--- config.mk ---
export PLATFORM = sky130hd
export DESIGN_NAME = uparc_rf_wb_arbiter
export DESIGN_NICKNAME = d
export VERILOG_FILES = /design/src/rtl/uparc_rf_wb_arbiter.sv
export SDC_FILE = /design/constraint.sdc
export NUM_CORES = 1
export LEC_CHECK = 0
export CAP_MARGIN = 10
export CELL_PAD_IN_SITES_DETAIL_PLACEMENT = 0
export CELL_PAD_IN_SITES_GLOBAL_PLACEMENT = 1
export CORE_AREA = 2 2 109 138
export CTS_BUF_LIST = sky130_fd_sc_hd__clkbuf_16
export CTS_CLUSTER_DIAMETER = 40
export CTS_CLUSTER_SIZE = 40
export DETAILED_ROUTE_END_ITERATION = 6
export DIE_AREA = 0 0 111 140
export PLACE_DENSITY_LB_ADDON = 0.05
export RECOVER_POWER = 50
export SLEW_MARGIN = 25
export SYNTH_ARGS = -nofsm -noshare
export SYNTH_HDL_FRONTEND = slang
export SYNTH_SLANG_ARGS = --single-unit
--- constraint.sdc ---
create_clock -name clk -period 2.6 [get_ports clk]
set_input_delay 0.65 -clock clk [delete_from_list [all_inputs] [get_ports clk]]
set_output_delay 0.65 -clock clk [all_outputs]
set_load 0.02 [all_outputs]
--- src/rtl/uparc_rf_wb_arbiter.sv ---
// rtl/uparc_rf_wb_arbiter.sv - register-file write-port arbiter (wb/md/ls) with long-latency scoreboard
// Optional: `define UPARC_RF_SB_BYPASS_EN to mask busy when rd forwards the operand this cycle.

module uparc_rf_wb_arbiter #(
    parameter int REG_WIDTH   = 32,
    parameter int REGNO_WIDTH = 5
) (
    input  logic                   clk,
    input  logic                   nrst,
    input  logic                   wb_valid,
    input  logic [REGNO_WIDTH-1:0] wb_reg,
    input  logic [REG_WIDTH-1:0]   wb_data,
    input  logic                   md_valid,
    output logic                   md_ready,
    input  logic [REGNO_WIDTH-1:0] md_reg,
    input  logic [REG_WIDTH-1:0]   md_data,
    input  logic                   ls_valid,
    output logic                   ls_ready,
    input  logic [REGNO_WIDTH-1:0] ls_reg,
    input  logic [REG_WIDTH-1:0]   ls_data,
    input  logic                   rsv_valid,
    input  logic [REGNO_WIDTH-1:0] rsv_reg,
    input  logic [REGNO_WIDTH-1:0] rs,
    input  logic [REGNO_WIDTH-1:0] rt,
    output logic                   rs_busy,
    output logic                   rt_busy,
    output logic                   waw_hazard,
    output logic [REGNO_WIDTH-1:0] rd,
    output logic [REG_WIDTH-1:0]   rd_data
);

    localparam int SB_SIZE = 1 << REGNO_WIDTH;

    typedef enum logic {
        PTR_MD = 1'b0,
        PTR_LS = 1'b1
    } ptr_t;

    ptr_t                   r_ptr;
    ptr_t                   w_ptr_nxt;
    logic                   w_md_grant;
    logic                   w_ls_grant;
    logic [REGNO_WIDTH-1:0] r_rd;
    logic [REG_WIDTH-1:0]   r_rd_data;
    logic                   r_rd_sb;
    logic [SB_SIZE-1:0]     r_sb;
    logic [SB_SIZE-1:0]     w_sb_set;
    logic [SB_SIZE-1:0]     w_sb_clr;
    logic                   w_rs_fwd;
    logic                   w_rt_fwd;

    always_comb begin
        w_md_grant = 1'b0;
        w_ls_grant = 1'b0;
        w_ptr_nxt  = r_ptr;
        if (!wb_valid) begin
            w_md_grant = md_valid && (!ls_valid || r_ptr == PTR_MD);
            w_ls_grant = ls_valid && (!md_valid || r_ptr == PTR_LS);
        end
        if (w_md_grant)
            w_ptr_nxt = PTR_LS;
        else if (w_ls_grant)
            w_ptr_nxt = PTR_MD;
    end

    always_ff @(posedge clk or negedge nrst) begin
        if (!nrst)
            r_ptr <= PTR_MD;
        else
            r_ptr <= w_ptr_nxt;
    end

    // r_rd_sb marks writes that retire a reservation; pipeline writebacks never do.
    always_ff @(posedge clk or negedge nrst) begin
        if (!nrst) begin
            r_rd      <= '0;
            r_rd_data <= '0;
            r_rd_sb   <= 1'b0;
        end else if (wb_valid) begin
            r_rd      <= wb_reg;
            r_rd_data <= wb_data;
            r_rd_sb   <= 1'b0;
        end else if (w_md_grant) begin
            r_rd      <= md_reg;
            r_rd_data <= md_data;
            r_rd_sb   <= 1'b1;
        end else if (w_ls_grant) begin
            r_rd      <= ls_reg;
            r_rd_data <= ls_data;
            r_rd_sb   <= 1'b1;
        end else begin
            r_rd      <= '0;
            r_rd_sb   <= 1'b0;
        end
    end

    always_comb begin
        w_sb_set = '0;
        w_sb_clr = '0;
        if (rsv_valid && rsv_reg != '0)
            w_sb_set = SB_SIZE'(1) << rsv_reg;
        if (r_rd_sb)
            w_sb_clr = SB_SIZE'(1) << r_rd;
    end

    // Set is applied after clear so a fresh reservation survives a same-edge retire.
    always_ff @(posedge clk or negedge nrst) begin
        if (!nrst)
            r_sb <= '0;
        else
            r_sb <= (r_sb & ~w_sb_clr) | w_sb_set;
    end

`ifdef UPARC_RF_SB_BYPASS_EN
    assign w_rs_fwd = (r_rd == rs) && (r_rd != '0);
    assign w_rt_fwd = (r_rd == rt) && (r_rd != '0);
`else
    assign w_rs_fwd = 1'b0;
    assign w_rt_fwd = 1'b0;
`endif

    assign md_ready   = w_md_grant;
    assign ls_ready   = w_ls_grant;
    assign rs_busy    = r_sb[rs] && !w_rs_fwd;
    assign rt_busy    = r_sb[rt] && !w_rt_fwd;
    assign waw_hazard = wb_valid && r_sb[wb_reg];
    assign rd         = r_rd;
    assign rd_data    = r_rd_data;

endmodule

Word level (Yosys, flattened, before mapping) --
Index checks and enable logic that the tools add are counted. W data, S select, Z words.
Storage, ports and cells: logic and storage cells 46, register bits after elaboration 71, RAM bits 0, bits in latches 0, memories kept 0, input port bits 132, memory bits (read-only) 0
Cells by class: div/mod/pow operators 0, bitwise operators 4, magnitude comparators 3, reductions and logical operators 11, multiply operators 0, equal/unequal tests 0, multiplexer cells 21, shift-type cells 2, $add $sub $neg 0
Operators with widths (count):
- $mux W32 | 5
- $shl A1 B5 Y32 const A | 2
- $and A32 B32 Y32 | 1
- $not A32 Y32 | 1
- $or A32 B32 Y32 | 1
- $lt A5 B6 Y1 const B | 3
- $bmux W1 S5 | 3
- $mux W5 | 3
- $mux W1 | 10
- $reduce_bool A5 Y1 | 1
- $logic_and A1 B1 Y1 | 4
- $reduce_bool A3 Y1 | 1
- $logic_not A1 Y1 | 2
- $logic_or A1 B1 Y1 | 2
- $reduce_bool A2 Y1 | 1
- $not A1 Y1 | 1

Depth between registers and ports, before layout --
Gate-level depths: netlist (run 1).
depth in word-level cells 7, mapped depth 6, gate-level depth less buffers 4

Least setup slack after synthesis (run 1) --
Ideal clock, no wire load.
kind input -> output, start point input port rs[0], end point output port rs_busy, slack -0.145 ns, stages on the path 4, arrival 2.095 ns, cells stage by stage buf_4 -> mux4_2 -> mux4_2 -> mux2_2
On the way: cells in the longest elaborated chain, start to end 2
Ends and longest elaborated chain:
- start, declared | RTL line 23 | input logic [REGNO_WIDTH-1:0] rs,
- $bmux W1 S5 | RTL line 124 | assign rs_busy = r_sb[rs] && !w_rs_fwd;
- $mux W1 (implied by the code) | RTL line 124
- end, declared | RTL line 25 | output logic rs_busy,
Every way passes these cells. The select of a mux whose other input is x is not followed.

Worst setup path in the final report (run 1) --
start point register r_sb[10], end point output port rs_busy
On the way: cells in the longest elaborated chain, start to end 2
Ends and longest elaborated chain:
- start, declared | RTL line 46 | logic [SB_SIZE-1:0] r_sb;
- start signal, assigned | RTL line 111 | r_sb <= (r_sb & ~w_sb_clr) | w_sb_set;
- $bmux W1 S5 | RTL line 124
- $mux W1 (implied by the code) | RTL line 124
Every way passes these cells. The select of a mux whose other input is x is not followed.

==> results of run 1 <==
[through the flow]
| step | util (%) | power [W] |
|---|---|---|
| after floorplan | - | 0.00220 |
| after global placement | 44.5 | 0.00328 |
| after detailed placement | 44.5 | 0.00329 |
| after CTS | 47.1 | 0.00467 |
| after global routing | 47.1 | 0.00486 |
| final | 47.1 | 0.00465 |
[worst max path at each step]
stage	to	slack (ps)	depth (start not counted)
2_1_floorplan	rs_busy	-60	4
3_3_place_gp	rt_busy	-1120	6
3_5_place_dp	rs_busy	-1140	6
4_1_cts	rs_busy	-230	4
5_1_grt	rs_busy	-230	4
6_report	rs_busy	-210	4
[power groups by stage]
| stage | Combinational (W) | Clock (W) | Sequential, W |
|---|---|---|---|
| final | 0.00169 | 0.00131 | 0.00165 |
| after global routing | 0.00181 | 0.00139 | 0.00166 |
| after CTS | 0.00169 | 0.00134 | 0.00163 |
| after detailed placement | 0.00165 | 0 | 0.00164 |
| after global placement | 0.00164 | 0 | 0.00164 |
| after floorplan | 0.000633 | 0 | 0.00157 |
[layout make-up]
class,count,share of cell area [%]
well taps,178,3.34
clock buffers,9,3.38
multi-input cells,260,31.4
flip-flops and latches,71,26.8
inverters,3,0.169
repair buffers,233,33.6
clock inverters,7,1.31
[layout by cell type, fill, tap and decap left out, drive strengths merged]
cell type      count
nand2             19
dlygate4sd3        3
nor3b              1
a21oi             33
nand2b             8
o41ai              2
or2                8
mux2i              2
a222oi            32
o31ai              7
a21boi             1
o31a               1
nand3              4
a22oi              5
clkdlybuf4s15      2
nand3b             2
clkdlybuf4s50    157
or3                3
clkinvlp           2
dfrtp             71
o21ai             55
nor2              33
clkinv             3
a2111oi            1
a211oi             2
o21bai             1
buf               67
nand4b             2
bufinv             2
clkbuf            12
inv                3
and2               1
nor2b              4
mux2               4
dlygate4sd2        1
nand4              1
mux4              28
[tightest hold or removal path: stages (launching register included)]
cell and delay (ps):
dfrtp_1 340, nor2_1 50, a21oi_1 100
[layer usage]
metal	global-route usage (%)	part of all wire [%]
met5	0	0.081
met4	14.7	6.1
met3	4.20	5.8
met2	37.1	53
met1	22.1	35
[kinds of logic (layout without fill, tap and decap cells)]
group,count (synthesis),after routing,synth area share [%]
AND/OR/NAND/NOR,86,86,10.5
AO/OA/AOI/OAI,140,140,23.3
multiplexers,34,34,17.7
buffers and inverters,31,252,3.25
flip-flops,71,71,45.2
[registers in the layout (all words and copies together) (netlist names)]
signal	flops
r_ptr	1
r_rd_sb	1
r_sb	32
rd	5
rd_data	32
[what timing repair did]
action                                  4_1_cts  5_1_grt
gates resized for setup                      68       18
endpoints found under the setup margin        5        5
setup buffers                                 2        2
pin swaps                                     2        2
==> out/qor.yml, run 1 <==
critPathLaunch: "r_sb[10]"
hold_ws_ps: 527
antennaDiodeCount: 0
synthCells: 362
initial_core_util_pct: 27.7
violations: "max-capacitance violations, max-slew violations, negative setup slack"
yosysWarnings: 0
p_int_w: 0.00319
status: "complete, but fails checks"
synth_area_um2: 3930
final_cells: 761
port_buffers: 173
yosys.area.top_type: "dfrtp_1"
cts_hold_buf: 0
hold_depth: 2
hpwlAfterDp_um: 12700
r2r-end: "r_sb[4]"
maxCapViolCount: 1
vias_per_cell: 5.34
synth_nets: 494
cp.required_ps: 1950
p_sw_w: 0.00146
cp_slowest_cell: "mux4_2"
clkPwrFrac_pct: 28.1
cts_tree: "done"
slew_viol_final: 72
yosys.area.top_type_share_pct: 45.2
antenna_found_initial: 1
hold-path-endpoint: "rd_data[1]"
cpPeakStageDelay_ps: 480
htreeDepth: 3
io-pin-count: 174
yosys_most_used_dff: "dfrtp_1"
clockBufferDepth: 2
fin_crit_sh_pct: 108
grt-ovfl-total: 0
synthToLayoutAreaGrowth_pct: 69.8
rsz0062_at_grt: "yes"
cp_top_family: "multiplexers"
n_fill_cell: 1377
async_reset_ff_share_pct: 100
nets: 710
dieArea_um2: 15500
arrival_ps: 2160
yosysMostFrequentCell: "dfrtp_1"
r2r-start: "rd[3]"
final_cell_area_um2: 6670
seq_area_um2: 1790
cts-root-buf: "clkbuf_16"
avgSynthCellArea_um2: 10.8
hold_class: "reg2reg"
die_height_um: 140
die_w_um: 111
fmax_ghz: 0.355
post-place-cells: 747
grt_pass1_vias: 4338
setup_violations: 4
startpoint_type: "flop"
routed_wl_um: 16000
sw_frac_of_total_pct: 31.4
grtUsageTotal_pct: 20.9
critPathCaptureType: "primary output"
maxSlewHeadroom_pct: -22.7
via_count: 4061
ys_types: 32
seqPwrFrac_pct: 35.5
timing.final.ws_setup_ps: -214
pre_cts_ws_ps: -1140
crit_fanout: 4
hold_viol: 0
core_area_um2: 14200
layout-drive-gt1-share_pct: 24.5
rows: 49
reg2reg_depth: 4
drt-initial-drc-count: 224
max_slew.worst_pin.slew_ps: 1840
finalSetupTns_ps: -448
crit_top_cell: "mux4_2"
drcViolationCount: 0
period_needed_ps: 2810
min_from: "rd_data[1]"
synth_area_leaders: "dfrtp_1, mux4_2, a222oi_1"
critPathBufInv: 1
multi_input_area_um2: 2090
drtAntennaViolNets: 0
path_class: "reg2out"
path_cells: "mux4_2 > mux4_2 > mux2_4 > buf_6"
grt_pass1_wl_um: 24600
first_pass_iters: 7
grt_max_degree: 72
synth_seq_cells: 71
reg2reg_slack_ps: 650
gp_congestion: 0.895
place_area_um2: 6310
wl_per_cell_um: 21.0
synth_edf_count: 0
ys_seq_area_share_pct: 45.2
finClkSkew_ps: 1.97
numClockSinks: 71
powerDensity_nw_per_um2: 697
numCtsBuffers: 9
clk_latency_ps: 340
synth_common_cells: "dfrtp_1, o21ai_0, a21oi_1, nor2_1, a222oi_1"
combinationalPowerShare_pct: 36.4
path_clk_slew_ps: 60
ir_worst_vdd_mv: 0.275
leakage_nw: 2.56
No activity file was read; power rests on OpenSTA's default activity.
==> inputs of run 2 (changes only) <==
PLACE_DENSITY_LB_ADDON = 0.1   (was 0.05)
==> out/qor.yml, run 2 (synthesized netlist as in run 1, its figures left out) <==
via_count: 4056  # was 4061
die_height_um: 140  # unchanged
hold_class: "reg2reg"  # unchanged
gp_congestion: 0.982  # was 0.895
cp_slowest_cell: "mux4_2"  # unchanged
period_needed_ps: 2790  # was 2810 ps
antennaDiodeCount: 0  # unchanged
path_cells: "buf_12 > mux4_2 > mux4_2 > mux2_4 > buf_6"  # was mux4_2 > mux4_2 > mux2_4 > buf_6
cts_tree: "done"  # unchanged
violations: "negative setup slack"  # was max-capacitance violations, max-slew violations, negative setup slack
critPathCaptureType: "primary output"  # unchanged
hpwlAfterDp_um: 12300  # was 12700 um
drt-initial-drc-count: 228  # was 224
status: "complete, but fails checks"  # unchanged
ir_worst_vdd_mv: 0.359  # was 0.275 mV
htreeDepth: 3  # unchanged
cts_hold_buf: 0  # unchanged
setup_violations: 3  # was 4
hold_depth: 2  # unchanged
timing.final.ws_setup_ps: -187  # was -214 ps
mostFrequentLayoutCell: "clkdlybuf4s50_1"  # unchanged
reg2reg_depth: 5  # was 4
numClockSinks: 71  # unchanged
place_area_um2: 6330  # was 6310 um2
vias_per_cell: 5.31  # was 5.34
initial_core_util_pct: 27.7  # unchanged
critPathBufInv: 2  # was 1
startpoint_type: "primary input"  # was flop
hold_ws_ps: 525  # was 527 ps
rsz0062_at_grt: "yes"  # unchanged
cp_top_family: "multiplexers"  # unchanged
crit_fanout: 8  # was 4
final_cell_area_um2: 6690  # was 6670 um2
io-pin-count: 174  # unchanged
grt_pass1_vias: 4330  # was 4338
grt_max_degree: 65  # was 72
fin_crit_sh_pct: 107  # was 108%
antenna_found_initial: 0  # was 1
drtAntennaViolNets: 0  # unchanged
path_class: "in2out"  # was reg2out
synthToLayoutAreaGrowth_pct: 70.4  # was 69.8%
nets: 713  # was 710
max_slew.worst_pin.slew_ps: 1220  # was 1840 ps
drcViolationCount: 0  # unchanged
grt-ovfl-total: 0  # unchanged
clockBufferDepth: 2  # unchanged
grt_pass1_wl_um: 23800  # was 24600 um
numCtsBuffers: 9  # unchanged
maxSlewHeadroom_pct: 18.9  # was -22.7%
dieArea_um2: 15500  # unchanged
cpPeakStageDelay_ps: 500  # was 480 ps
hold_viol: 0  # unchanged
leakage_nw: 2.58  # was 2.56 nW
powerDensity_nw_per_um2: 703  # was 697 nW/um2
port_buffers: 173  # unchanged
cp_num_cells: 5  # was 4
fmax_ghz: 0.359  # was 0.355 GHz
clk_latency_ps: 320  # was 340 ps
finalSetupTns_ps: -436  # was -448 ps
final_cell_mix: "clkdlybuf4s50_1, dfrtp_1, buf_4"  # was clkdlybuf4s50_1, dfrtp_1, o21ai_0
core_area_um2: 14200  # unchanged
finClkSkew_ps: 3.81  # was 1.97 ps
cp.required_ps: 1950  # about the same
cts-root-buf: "clkbuf_16"  # unchanged
arrival_ps: 2140  # was 2160 ps
grtUsageTotal_pct: 19.8  # was 20.9%
first_pass_iters: 7  # unchanged
path_clk_slew_ps: 60  # about the same
crit_top_cell: "mux4_2"  # unchanged
die_w_um: 111  # unchanged
rows: 49  # unchanged
routed_wl_um: 15200  # was 16000 um
maxCapViolCount: 0  # was 1
slew_viol_final: 0  # was 72
layout-drive-gt1-share_pct: 24.1  # was 24.5%
wl_per_cell_um: 19.9  # was 21.0 um
run 2: what timing repair did:
| action | 4_1_cts | 5_1_grt |
|---|---|---|
| pin swaps | 2 | 2 |
| setup buffers | 4 | 0 |
| gates resized for setup | 64 | 8 |
| setup endpoints to repair | 5 | 5 |
| cloned | 0 | 0 |
run 2: tightest hold or removal path: cells and delay by family (launching register included):
family / cells / cell delay (ps)
AO/OA/AOI/OAI: 1 / 100
flip-flops: 1 / 340
AND/OR/NAND/NOR: 1 / 50
run 2: path summary, 6_finish.rpt:
kind / slack, ps / from / end
max: -190 / rs[0] / rs_busy
min: 530 / rd_data[29] / rd_data[29]
max reg2reg: 830 / r_ptr / rd_data[18]
min reg2reg: 530 / rd_data[29] / rd_data[29]
max in group asynchronous: 340 / nrst / r_sb[21]
min in group asynchronous: 550 / nrst / rd_data[21]
run 2: through the flow:
step                instances  util [%]  setup slack, ps  total power (W)
finish                    764      47.3             -187          0.00470
global route              764      47.3             -240          0.00494
CTS                       764      47.4             -194          0.00475
detailed placement        747      44.7            -1160          0.00321
global placement          747      44.7            -1150          0.00319
floorplan                 362         -            -57.2          0.00220
run 2: metal layers:
metal	GRT usage, %	part of all wire (%)
met5	0	0
met4	9.87	4.2
met3	5.50	7.3
met2	36.0	54
met1	20.8	34
run 2: final cells by class:
type                            count  area (um2)
Clock buffer                        9         225
Clock inverter                      7         135
Fill cell                        1361        7470
Inverter                            3        11.3
Multi-Input combinational cell    260        2070
Sequential cell                    71        1790
Tap cell                          178         223
Timing Repair Buffer              236        2240
run 2: report_power, final:
| group | switching (W) | total (W) | internal [W] | leakage [nW] |
|---|---|---|---|---|
| clock network | 0.000456 | 0.00148 | 0.00103 | 0.179 |
| logic | 0.000623 | 0.00159 | 0.000970 | 1.61 |
| registers | 0.000287 | 0.00163 | 0.00134 | 0.792 |
| total | 0.00137 | 0.00470 | 0.00334 | 2.58 |
==> inputs of run 3 (changes only) <==
HOLD_SLACK_MARGIN = 0.08   (was not set)
==> results of run 3 <==
No change in the layout: final DEF, timing and power equal those of run 2.
